## src/rtl/tpu_clkgen_pkg.sv

```systemverilog
// Shared state encoding and sizing helper for the TPU clock/reset sequencer.
package tpu_clkgen_pkg;

    typedef enum logic [1:0] {
        ST_HOLD = 2'd0,
        ST_IDLE = 2'd1,
        ST_RUN  = 2'd2,
        ST_STEP = 2'd3
    } seq_state_t;

    // Bits needed for a counter that runs 0..n-1 (never narrower than 1 bit).
    function automatic int cnt_width(input int n);
        return (n <= 2) ? 1 : $clog2(n);
    endfunction

endpackage

```

## src/rtl/tpu_phase_counter.sv

```systemverilog
// Divides CLOCK by HALF_PERIOD: counts 0..HALF_PERIOD-1 while enabled and
// flags the last count so the sequencer can toggle CPU_CLOCK on that edge.
module tpu_phase_counter #(
    parameter int HALF_PERIOD = 1,
    parameter int W           = 1
) (
    input  logic clk,
    input  logic rst_n,
    input  logic en,
    input  logic clr,
    output logic tc
);

    localparam logic [W-1:0] LAST = W'(HALF_PERIOD - 1);

    logic [W-1:0] cnt;

    assign tc = en && (cnt == LAST);

    // Phase count: clear has priority, wraps to 0 on the terminal count.
    always_ff @(posedge clk or negedge rst_n) begin
        if (!rst_n) begin
            cnt <= '0;
        end else if (clr) begin
            cnt <= '0;
        end else if (en) begin
            cnt <= tc ? '0 : cnt + 1'b1;
        end
    end

endmodule

```

## src/rtl/tpu_clock_sequencer.sv

```systemverilog
// Clock/reset sequencer for the TEKITO processing unit: holds CPU_RESET low
// for HOLD_CYCLES, then produces a divided, glitch-free CPU_CLOCK under
// run / halt / single-step control, with a cycle counter and optional
// auto-halt after CYCLE_LIMIT CPU clock rises.
//
//   state   | meaning
//   --------+-----------------------------------------------------------
//   ST_HOLD | CPU_RESET held low, counting out the reset hold
//   ST_IDLE | CPU_CLOCK parked low, waiting for RUN or STEP
//   ST_RUN  | free-running CPU_CLOCK; HALT/limit stop it at a low phase
//   ST_STEP | one full CPU_CLOCK period, then back to ST_IDLE
module tpu_clock_sequencer
    import tpu_clkgen_pkg::*;
#(
    parameter int HOLD_CYCLES = 4,
    parameter int HALF_PERIOD = 1,
    parameter int CNT_W       = 16,
    parameter int CYCLE_LIMIT = 0,
    parameter int AUTO_RUN    = 1
) (
    input  logic             CLOCK,
    input  logic             RESET,
    input  logic             RUN,
    input  logic             HALT,
    input  logic             STEP,
    output logic             CPU_CLOCK,
    output logic             CPU_RESET,
    output logic [CNT_W-1:0] CYCLE_COUNT,
    output logic             RUNNING,
    output logic             LIMIT_HIT
);

    localparam int HOLD_W = cnt_width(HOLD_CYCLES);
    localparam int PH_W   = cnt_width(HALF_PERIOD);

    localparam logic [HOLD_W-1:0] HOLD_LAST = HOLD_W'(HOLD_CYCLES - 1);
    localparam logic [CNT_W-1:0]  LIMIT_VAL = CNT_W'(CYCLE_LIMIT);

    if (HOLD_CYCLES < 1) begin : g_bad_hold
        $error("tpu_clock_sequencer: HOLD_CYCLES must be at least 1");
    end
    if (HALF_PERIOD < 1) begin : g_bad_half
        $error("tpu_clock_sequencer: HALF_PERIOD must be at least 1");
    end
    if (CNT_W < 1) begin : g_bad_cnt_w
        $error("tpu_clock_sequencer: CNT_W must be at least 1");
    end
    if (CYCLE_LIMIT < 0 || (CNT_W < 31 && CYCLE_LIMIT > (1 << CNT_W) - 1)) begin : g_bad_limit
        $error("tpu_clock_sequencer: CYCLE_LIMIT does not fit in CYCLE_COUNT");
    end

    seq_state_t        state, state_nxt;
    logic [HOLD_W-1:0] hold_cnt, hold_nxt;
    logic              cpu_clock, cpu_clock_nxt;
    logic              cpu_reset, cpu_reset_nxt;
    logic              running, running_nxt;
    logic              limit_hit, limit_nxt;
    logic              halt_pending, pending_nxt;
    logic [CNT_W-1:0]  count, count_nxt;
    logic [CNT_W-1:0]  count_inc;
    logic              limit_reached;
    logic              phase_en;
    logic              phase_clr;
    logic              tc;

    // The divider only runs while a clock is being produced; a halt taken
    // in the low phase restarts the next run from a fresh phase.
    assign phase_en  = (state == ST_RUN) || (state == ST_STEP);
    assign phase_clr = !phase_en || ((state == ST_RUN) && !cpu_clock && HALT);

    assign count_inc     = count + 1'b1;
    assign limit_reached = (CYCLE_LIMIT != 0) && (count_inc == LIMIT_VAL);

    tpu_phase_counter #(
        .HALF_PERIOD (HALF_PERIOD),
        .W           (PH_W)
    ) u_phase (
        .clk   (CLOCK),
        .rst_n (RESET),
        .en    (phase_en),
        .clr   (phase_clr),
        .tc    (tc)
    );

    // State and every output are registered together so they never skew.
    always_ff @(posedge CLOCK or negedge RESET) begin
        if (!RESET) begin
            state        <= ST_HOLD;
            hold_cnt     <= '0;
            cpu_clock    <= 1'b0;
            cpu_reset    <= 1'b0;
            running      <= 1'b0;
            limit_hit    <= 1'b0;
            halt_pending <= 1'b0;
            count        <= '0;
        end else begin
            state        <= state_nxt;
            hold_cnt     <= hold_nxt;
            cpu_clock    <= cpu_clock_nxt;
            cpu_reset    <= cpu_reset_nxt;
            running      <= running_nxt;
            limit_hit    <= limit_nxt;
            halt_pending <= pending_nxt;
            count        <= count_nxt;
        end
    end

    // Next-state logic: clock edges only on the divider terminal count, and
    // a high phase always runs to completion before stopping.
    always_comb begin
        state_nxt     = state;
        hold_nxt      = hold_cnt;
        cpu_clock_nxt = cpu_clock;
        cpu_reset_nxt = cpu_reset;
        running_nxt   = running;
        limit_nxt     = limit_hit;
        pending_nxt   = halt_pending;
        count_nxt     = count;

        unique case (state)
            ST_HOLD: begin
                if (hold_cnt == HOLD_LAST) begin
                    cpu_reset_nxt = 1'b1;
                    if (AUTO_RUN != 0) begin
                        state_nxt   = ST_RUN;
                        running_nxt = 1'b1;
                    end else begin
                        state_nxt = ST_IDLE;
                    end
                end else begin
                    hold_nxt = hold_cnt + 1'b1;
                end
            end

            ST_IDLE: begin
                cpu_clock_nxt = 1'b0;
                // Once the limit has fired only a reset restarts the CPU.
                if (!HALT && !limit_hit) begin
                    if (STEP) begin
                        state_nxt   = ST_STEP;
                        running_nxt = 1'b1;
                    end else if (RUN) begin
                        state_nxt   = ST_RUN;
                        running_nxt = 1'b1;
                    end
                end
            end

            ST_RUN: begin
                if (!cpu_clock) begin
                    if (HALT) begin
                        state_nxt   = ST_IDLE;
                        running_nxt = 1'b0;
                    end else if (tc) begin
                        cpu_clock_nxt = 1'b1;
                        count_nxt     = count_inc;
                        if (limit_reached) begin
                            limit_nxt   = 1'b1;
                            pending_nxt = 1'b1;
                        end
                    end
                end else if (tc) begin
                    cpu_clock_nxt = 1'b0;
                    if (halt_pending || HALT) begin
                        state_nxt   = ST_IDLE;
                        running_nxt = 1'b0;
                        pending_nxt = 1'b0;
                    end
                end else if (HALT) begin
                    pending_nxt = 1'b1;
                end
            end

            ST_STEP: begin
                if (tc) begin
                    if (!cpu_clock) begin
                        cpu_clock_nxt = 1'b1;
                        count_nxt     = count_inc;
                        if (limit_reached) begin
                            limit_nxt = 1'b1;
                        end
                    end else begin
                        cpu_clock_nxt = 1'b0;
                        state_nxt     = ST_IDLE;
                        running_nxt   = 1'b0;
                    end
                end
            end
        endcase
    end

    assign CPU_CLOCK   = cpu_clock;
    assign CPU_RESET   = cpu_reset;
    assign CYCLE_COUNT = count;
    assign RUNNING     = running;
    assign LIMIT_HIT   = limit_hit;

endmodule

```

## config.mk

```make
export PLATFORM = sky130hd
export DESIGN_NAME = tpu_clock_sequencer
export DESIGN_NICKNAME = d
export VERILOG_FILES = /design/src/rtl/tpu_clkgen_pkg.sv /design/src/rtl/tpu_phase_counter.sv /design/src/rtl/tpu_clock_sequencer.sv
export SDC_FILE = /design/constraint.sdc
export NUM_CORES = 1
export LEC_CHECK = 0
export ABC_AREA = 1
export ABC_CLOCK_PERIOD_IN_PS = 1400
export CAP_MARGIN = 20
export CORE_MARGIN = 5
export CORE_UTILIZATION = 35
export DETAILED_ROUTE_END_ITERATION = 8
export PLACE_DENSITY = 0.72
export SETUP_SLACK_MARGIN = 0.4
export SLEW_MARGIN = 10
export SYNTH_ARGS = -nofsm -noshare
export SYNTH_HDL_FRONTEND = slang
export SYNTH_SLANG_ARGS = --single-unit
```

## constraint.sdc

```tcl
create_clock -name CLOCK -period 1.4 [get_ports CLOCK]
set_clock_uncertainty 0.1 [all_clocks]
set_input_delay 0.42 -clock CLOCK [delete_from_list [all_inputs] [get_ports CLOCK]]
set_output_delay 0.42 -clock CLOCK [all_outputs]
set_load 0.01 [all_outputs]
```

==> results.md, run 1 <==
* Worst Hold Class: input port to asynchronous set/reset pin
* Unique cell type count in the Yosys netlist at 23
* Residual DRC at 0
* Clock Tree Buf Depth at 2
* Row cnt at 22
* Post-Syn Area per Cell at 7.92 um2
* Final Hold Viols at 0
* Asr flop ratio synth at 1.00
* Vias at about 1300
* Largest net degree at the start of global routing at 26
* DIE WIDTH at 71.3 um
* Sequential power share at 0.310
* Grt total ovfl at 0
* Internal power at 0.00207 W
* Wire length per cell at 12.8 um
* RSZ-0062 raised after global routing: true
* # hold bufs at CTS at 0
* Drt via density at 4.78
* First-pass iteration count of the detailed router at 5
* Max-slew violations at 0
* Switching power at 0.00139 W
* Vias in the first global route at between 1000 and 1500
* XOR/XNOR share of the synthesized area at 0.0666
* Die height at a little over 70 um
* Initial Utilization at 0.359
* CTS Sinks at 25
* Sequential area share after synthesis at 0.476
* I/O Buffers at 23
* Area growth, synth to finish at 59.6%
* Synth area leaders: dfrtp_1 (48%), nand2_1 (16%), nor2_1 (5.7%), inv_1 (5.1%), xor2_1 (4.0%)
* Post-synthesis compound-gate area fraction at 0.0495
* Combinational power share at 0.563
* CTS Buf Count at 3
* Initial DRC count at 64
* Maximum VDD drop at between 0.001 and 0.0015 V
* Post-route setup slack at -23.0 ps
* CP Data Required Time at 1470 ps
* Nets at between 200 and 250
* Worst-path clk slew at 90 ps
* Max Cap Viol at 0
* N_diodes at 0
* First-pass GRT wire length at 5.26 mm
* TritonCTS clock tree: built
* Htree depth at 1
* Dominant cell type by area after synthesis: dfrtp_1
* Mapped Area at roughly 0.0013 mm2
* Adder-cell share of the synthesized area at 0.0190
* Crit path DAT at 1490 ps
* Fin crit share at 1.02
* Status: complete, but fails checks
* Core area at 0.00366 mm2
* Clk_lat worst skew at 270 ps
* Antenna-violating nets left at 0
* DIE AREA at 0.00508 mm2
* Failing checks: setup timing
* Most numerous cell in the Yosys netlist: nand2_1
* Power per cell area at between 1500 and 2000 mW/mm2
* HPWL Detailed at 2.05 mm
* Synth top area share at 0.476
* Post-synth top flop: dfrtp_1
* GRT Total Usage at 0.129
* Total Neg Setup Slack at -68.5 ps
* Post-Syn Instances at 166
* Synthesis warning total at 0
* Number of synthesized flops with an enable pin at 0
* Root Driver: clkbuf_8
* Post-synth top cells: nand2_1 (55), dfrtp_1 (25), nor2_1 (20), inv_1 (18), nand3_1 (9)
* Antenna violations before repair at 0
* GPL Wtd Cong at roughly 0.87
* Final WL at between 3 and 4 mm
* Synth Area in Simple Gates at 0.313
* Largest family of logic cells by synthesized area: simple AND/OR/NAND/NOR gates
* Share of layout cells above drive strength 1 at 0.480
* Period minus WS final at 1420 ps
* Final setup vio count at 5
* Critical Path Sink Type: flip-flop
* Net Sw Frac at 0.401
* Setup WS pre-CTS at -386 ps
* Kind of critical path: flip-flop to flip-flop
* Mux share of post-synthesis cell area at 0.00856
* Leak pwr at just over 1 nW
* Clock Power Share at 0.127
* CP Launch Type: flip-flop
* Max Fclk at 703 MHz
* Flops & latches, synth at 25
* Boundary Pins at 25
* Crit-path max FO at 6
## layout make-up
class	instances	area, um2
fillers	307	1560
multi-input cells	121	815
flip-flops and latches	25	629
repair buffers	59	467
inverters	20	82.6
well taps	48	60.1
clock buffers	4	45.0
## flip-flops by register name, summed over array words and instances (netlist names)
signal        count
CPU_RESET         1
hold_cnt          2
u_phase.cnt       1
CYCLE_COUNT      16
CPU_CLOCK         1
halt_pending      1
state             2
RUNNING           1
## critical path, stage by stage, from the launching register on
cell and delay [ps]:
dfrtp_2 430, inv_2 80, nor2_4 130, nand3_4 150, buf_4 180, buf_4 140
xnor2_1 110
## per-stage QoR
step / std cells / hold WS (ps) / util / total power (W) / cell area [um2]
3_3_place_gp: 256 / 369 / 0.488 / 0.00225 / 1790
2_1_floorplan: 167 / 24.4 / - / 0.00180 / 1350
3_5_place_dp: 256 / 375 / 0.488 / 0.00227 / 1790
4_1_cts: 271 / 391 / 0.533 / 0.00314 / 1950
6_report: 277 / 384 / 0.573 / 0.00345 / 2100
5_1_grt: 277 / 407 / 0.573 / 0.00366 / 2100
## logic make-up after synthesis
group,after synthesis
adders and majority gates,2
buffers and inverters,21
AOI/OAI and AO/OA,12
DFF,25
and+or+nand+nor,94
muxes,1
other,1
xor gates and xnor gates,10
## final timing paths
path                            cells past startpoint  slack, ps        endpoint      start
max in group asynchronous                           2        650        state[1]      RESET
min in group CLOCK                                  1        390       CPU_RESET  CPU_RESET
worst min-delay path                                2        380    halt_pending      RESET
worst min register to register                      1        390       CPU_RESET  CPU_RESET
worst max-delay path                                6        -20  CYCLE_COUNT[0]   state[1]
worst max register to register                      6        -20  CYCLE_COUNT[0]   state[1]
## per-layer routing
metal / up-vias / part of all wire / track usage
met1: 624 / 0.44 / 0.173
li1: 647 / - / -
met2: 40 / 0.50 / 0.204
met3: 13 / 0.034 / 0.0154
met5: - / 0 / 0
met4: 0 / 0.029 / 0.0647
## power groups by stage
| stage | Clock [W] | Sequential (W) | Combinational (W) |
|---|---|---|---|
| final | 0.000440 | 0.00107 | 0.00194 |
| after global routing | 0.000475 | 0.00109 | 0.00209 |
| after CTS | 0.000440 | 0.00105 | 0.00165 |
| after detailed placement | 0 | 0.00106 | 0.00121 |
| after global placement | 0 | 0.00106 | 0.00119 |
| after floorplan | 0 | 0.00112 | 0.000681 |
## layout by cell type (no fill, tap or decap), types with 2 or more instances in the layout
cell type        Yosys  final
a21oi_1              2      2
buf_12               0      2
buf_2                0     19
buf_4                1     24
buf_6                0     10
clkbuf_8             0      3
clkdlybuf4s50_1      0      3
conb_1               1      2
dfrtp_1             25     22
dfrtp_2              0      3
inv_1               18     11
inv_2                1      6
inv_4                1      3
nand2_1             55     40
nand2_2              0      9
nand2_4              0      6
nand3_1              9      4
nand3_2              0      3
nand3_4              1      3
nand3b_1             2      2
nand4_1              3      3
nor2_1              20      9
nor2_2               1      4
nor2_4               2     10
o21ai_0              8      3
o21ai_1              0      5
xnor2_1              4      3
xor2_1               6      6
## timing repair
action	CTS	global route
resized for setup	114	26
setup buffers	11	6
pin swaps	20	17
endpoints found under the setup margin	43	43
Power figures use the tool's default switching activity.
==> run 2: changes to the inputs <==
--- a/config.mk
+++ b/config.mk
@@ -8,7 +8,7 @@
 export ABC_AREA = 1
 export ABC_CLOCK_PERIOD_IN_PS = 1400
 export CAP_MARGIN = 20
-export CORE_MARGIN = 5
+export CORE_MARGIN = 8
 export CORE_UTILIZATION = 35
 export DETAILED_ROUTE_END_ITERATION = 8
 export PLACE_DENSITY = 0.72
==> run 2 against run 1 <==
Compared with the run above:
- wire length fell by 11%
- first-iteration DRC count is 34% higher
- sequential cell count unchanged
- the run still ends with setup timing left
- critical path type is now flip-flop to primary output
- non-clock buffer count is 3 lower
- worst hold slack got worse by 3.3 ps
- sequential power about the same
- via count fell by 5.6%
- critical endpoint is now CYCLE_COUNT[1]
- cell count decreased by 0.72%
- setup slack got worse by 14 ps
- global-route usage decreased by 2.3 points
==> results.md, run 2 (same netlist as run 1, synthesis figures left out) <==
* Status: complete, but fails checks (unchanged)
* Failing checks: setup timing (unchanged)
* Sequential power share at 0.329 (was 0.310)
* Hold path endpoint: CPU_RESET
* RSZ-0062 raised after global routing: true (unchanged)
* Worst Hold Class: flip-flop to flip-flop (was input port to asynchronous set/reset pin)
* TritonCTS clock tree: built (unchanged)
* Vias in the first global route at 1235 (was 1168)
* Final Hold Viols at 0 (unchanged)
* Core area at 0.00363 mm2 (was 0.00366 mm2)
* Antenna-violating nets left at 0 (unchanged)
* Flop2flop setup slack at 0 ps (was -20 ps)
* FF+latch area at 629 um2 (unchanged)
* Flip-flop count of the largest register after layout at 16 (unchanged)
* Residual DRC at 0 (unchanged)
* Leak pwr at 0.989 nW (was 1.04 nW)
* Hold Path Stages at 1
* Fin crit share at 1.03 (was 1.02)
* Row cnt at 22 (unchanged)
* Maximum VDD drop at 0.000869 V (was 0.00102 V)
* R2R Path Start: state[1] (unchanged)
* Total Neg Setup Slack at -40.8 ps (was -68.5 ps)
* I/O Buffers at 23 (unchanged)
* Root Driver: clkbuf_8 (unchanged)
* First-pass iteration count of the detailed router at 4 (was 5)
* Worst hold slack at 381 ps (was 384 ps)
* Worst R2R End: CYCLE_COUNT[3] (was CYCLE_COUNT[0])
* Hold Crit Start: CPU_RESET
* Worst-path clk slew at 80 ps (was 90 ps)
* GPL Wtd Cong at 0.846 (was 0.869)
* Boundary Pins at 25 (unchanged)
* Crit-path max FO at 3 (was 6)
* Period minus WS final at 1440 ps (was 1420 ps)
* Switching power at 0.00125 W (was 0.00139 W)
* Initial Utilization at 0.362 (was 0.359)
* R2R cell count at 6 (unchanged)
* Die height at 77.3 um (was 71.3 um)
* Nets at 235 (was 237)
* DIE WIDTH at 77.3 um (was 71.3 um)
* Final setup vio count at 2 (was 5)
* DIE AREA at 0.00597 mm2 (was 0.00508 mm2)
* Final WL at 3.17 mm (was 3.55 mm)
* Initial DRC count at 86 (was 64)
* Internal power at 0.00195 W (was 0.00207 W)
* Max-slew violations at 0 (unchanged)
* Htree depth at 1 (unchanged)
* Multi-input logic area at 768 um2 (was 815 um2)
* Kind of critical path: flip-flop to primary output (was flip-flop to flip-flop)
* GRT Total Usage at 0.106 (was 0.129)
* Fillcell total at 322 (was 307)
* CTS Buf Count at 3 (unchanged)
* CTS Sinks at 25 (unchanged)
* Net Sw Frac at 0.390 (was 0.401)
* Antenna violations before repair at 0 (unchanged)
* Setup WS pre-CTS at -397 ps (was -386 ps)
* Power per cell area at 1580 mW/mm2 (was 1650 mW/mm2)
* Vias at 1250 (was 1324)
* Critical Path Sink Type: primary output (was flip-flop)
* Crit path DAT at 920 ps (was 1490 ps)
* Drt via density at 4.55 (was 4.78)
* Combinational power share at 0.538 (was 0.563)
* Wire length per cell at 11.5 um (was 12.8 um)
* Largest net degree at the start of global routing at 26 (unchanged)
* Max Fclk at 696 MHz (was 703 MHz)
* Clk_lat worst skew at 270 ps (about the same)
* Share of layout cells above drive strength 1 at 0.458 (was 0.480)
* Max Cap Viol at 0 (unchanged)
* CP Launch Type: flip-flop (unchanged)
* Grt total ovfl at 0 (unchanged)
* First-pass GRT wire length at 5.28 mm (was 5.26 mm)
* Post-route setup slack at -37.1 ps (was -23.0 ps)
* Area growth, synth to finish at 53.7% (was 59.6%)
* Commonest cells after routing, fill and taps aside: nand2_1 (43), buf_4 (26), dfrtp_1 (22), buf_2 (17), inv_1 (13) (was nand2_1 (40), buf_4 (24), dfrtp_1 (22), buf_2 (19), inv_1 (11))
* Clock Power Share at 0.133 (was 0.127)
* N_diodes at 0 (unchanged)
* Post-layout util at 0.556 (was 0.573)
* Clock Tree Buf Depth at 2 (unchanged)
* HPWL Detailed at 2.16 mm (was 2.05 mm)
* CP Data Required Time at 880 ps (was 1470 ps)
* Commonest non-fill, non-tap cell in the layout: nand2_1 (unchanged)
==> run 2: changes by cell type in the layout (fill, tap and decap cells not counted), moves of 2 or more <==
| cell | change |
|---|---|
| nand2_4 | -5 |
| nand2_2 | +2 |
| buf_4 | +2 |
| inv_1 | +2 |
| buf_6 | -2 |
| nand2_1 | +3 |
| buf_2 | -2 |
==> run 2: worst max-delay path, cell delays in order, from the launching register on <==
cell	delay (ps)
dfrtp_1	410
buf_6	130
buf_6	110
==> run 2: final cells by class <==
class | count | area share
timing repair inverter | 1 | 0.00310
timing repair buffer | 56 | 0.212
inverter | 20 | 0.0409
clock buffer | 4 | 0.0223
sequential | 25 | 0.311
multi-input combinational | 121 | 0.380
tap | 48 | 0.0297
==> run 2: how the worst max path moves through the flow <==
stage,start,endpoint,slack (ps),depth (start not counted)
5_1_grt,state[1],CYCLE_COUNT[15],-80,7
2_1_floorplan,CYCLE_COUNT[0],CYCLE_COUNT[10],40,7
4_1_cts,CYCLE_COUNT[1],CYCLE_COUNT[15],7,8
3_3_place_gp,HALT,CYCLE_COUNT[15],-350,7
3_5_place_dp,HALT,CYCLE_COUNT[12],-400,7
6_report,CYCLE_COUNT[1],CYCLE_COUNT[1],-40,2
==> run 2: layer usage <==
layer,track usage,up-vias,share of wire
met3,0.0186,8,0.032
met2,0.176,21,0.48
met4,0.0642,0,0.033
met5,0,-,0
met1,0.123,582,0.45
li1,-,639,-
==> run 2: what timing repair did <==
action                                 CTS  global route
setup endpoints to repair               43            43
setup buffers                            7             5
resized for setup                       94            35
hold buffers                             0             0
endpoints found under the hold margin    0             0
pin swaps                               14             6
gates cloned                             0             1
==> run 2: power groups by stage <==
stage                     clock [W]  combinational, W  sequential (W)
after floorplan                   0          0.000681         0.00112
after global placement            0           0.00123         0.00105
after detailed placement          0           0.00126         0.00106
after CTS                  0.000437           0.00141         0.00105
after global routing       0.000464           0.00190         0.00108
final                      0.000426           0.00172         0.00105
==> run 2: metrics by stage <==
step | cells | power (W) | cell area (um2)
finish | 275 | 0.00320 | 2020
global route | 275 | 0.00344 | 2020
CTS | 269 | 0.00290 | 1860
detailed placement | 258 | 0.00232 | 1800
global placement | 258 | 0.00228 | 1800
floorplan | 167 | 0.00180 | 1350
==> run 3: changes to the inputs <==
--- a/config.mk
+++ b/config.mk
@@ -6,7 +6,6 @@
 export NUM_CORES = 1
 export LEC_CHECK = 0
 export ABC_AREA = 1
-export ABC_CLOCK_PERIOD_IN_PS = 1400
 export CAP_MARGIN = 20
 export CORE_MARGIN = 8
 export CORE_UTILIZATION = 35
==> results of run 3 <==
Same layout as run 2: the final DEF is identical, and so are final timing and power.
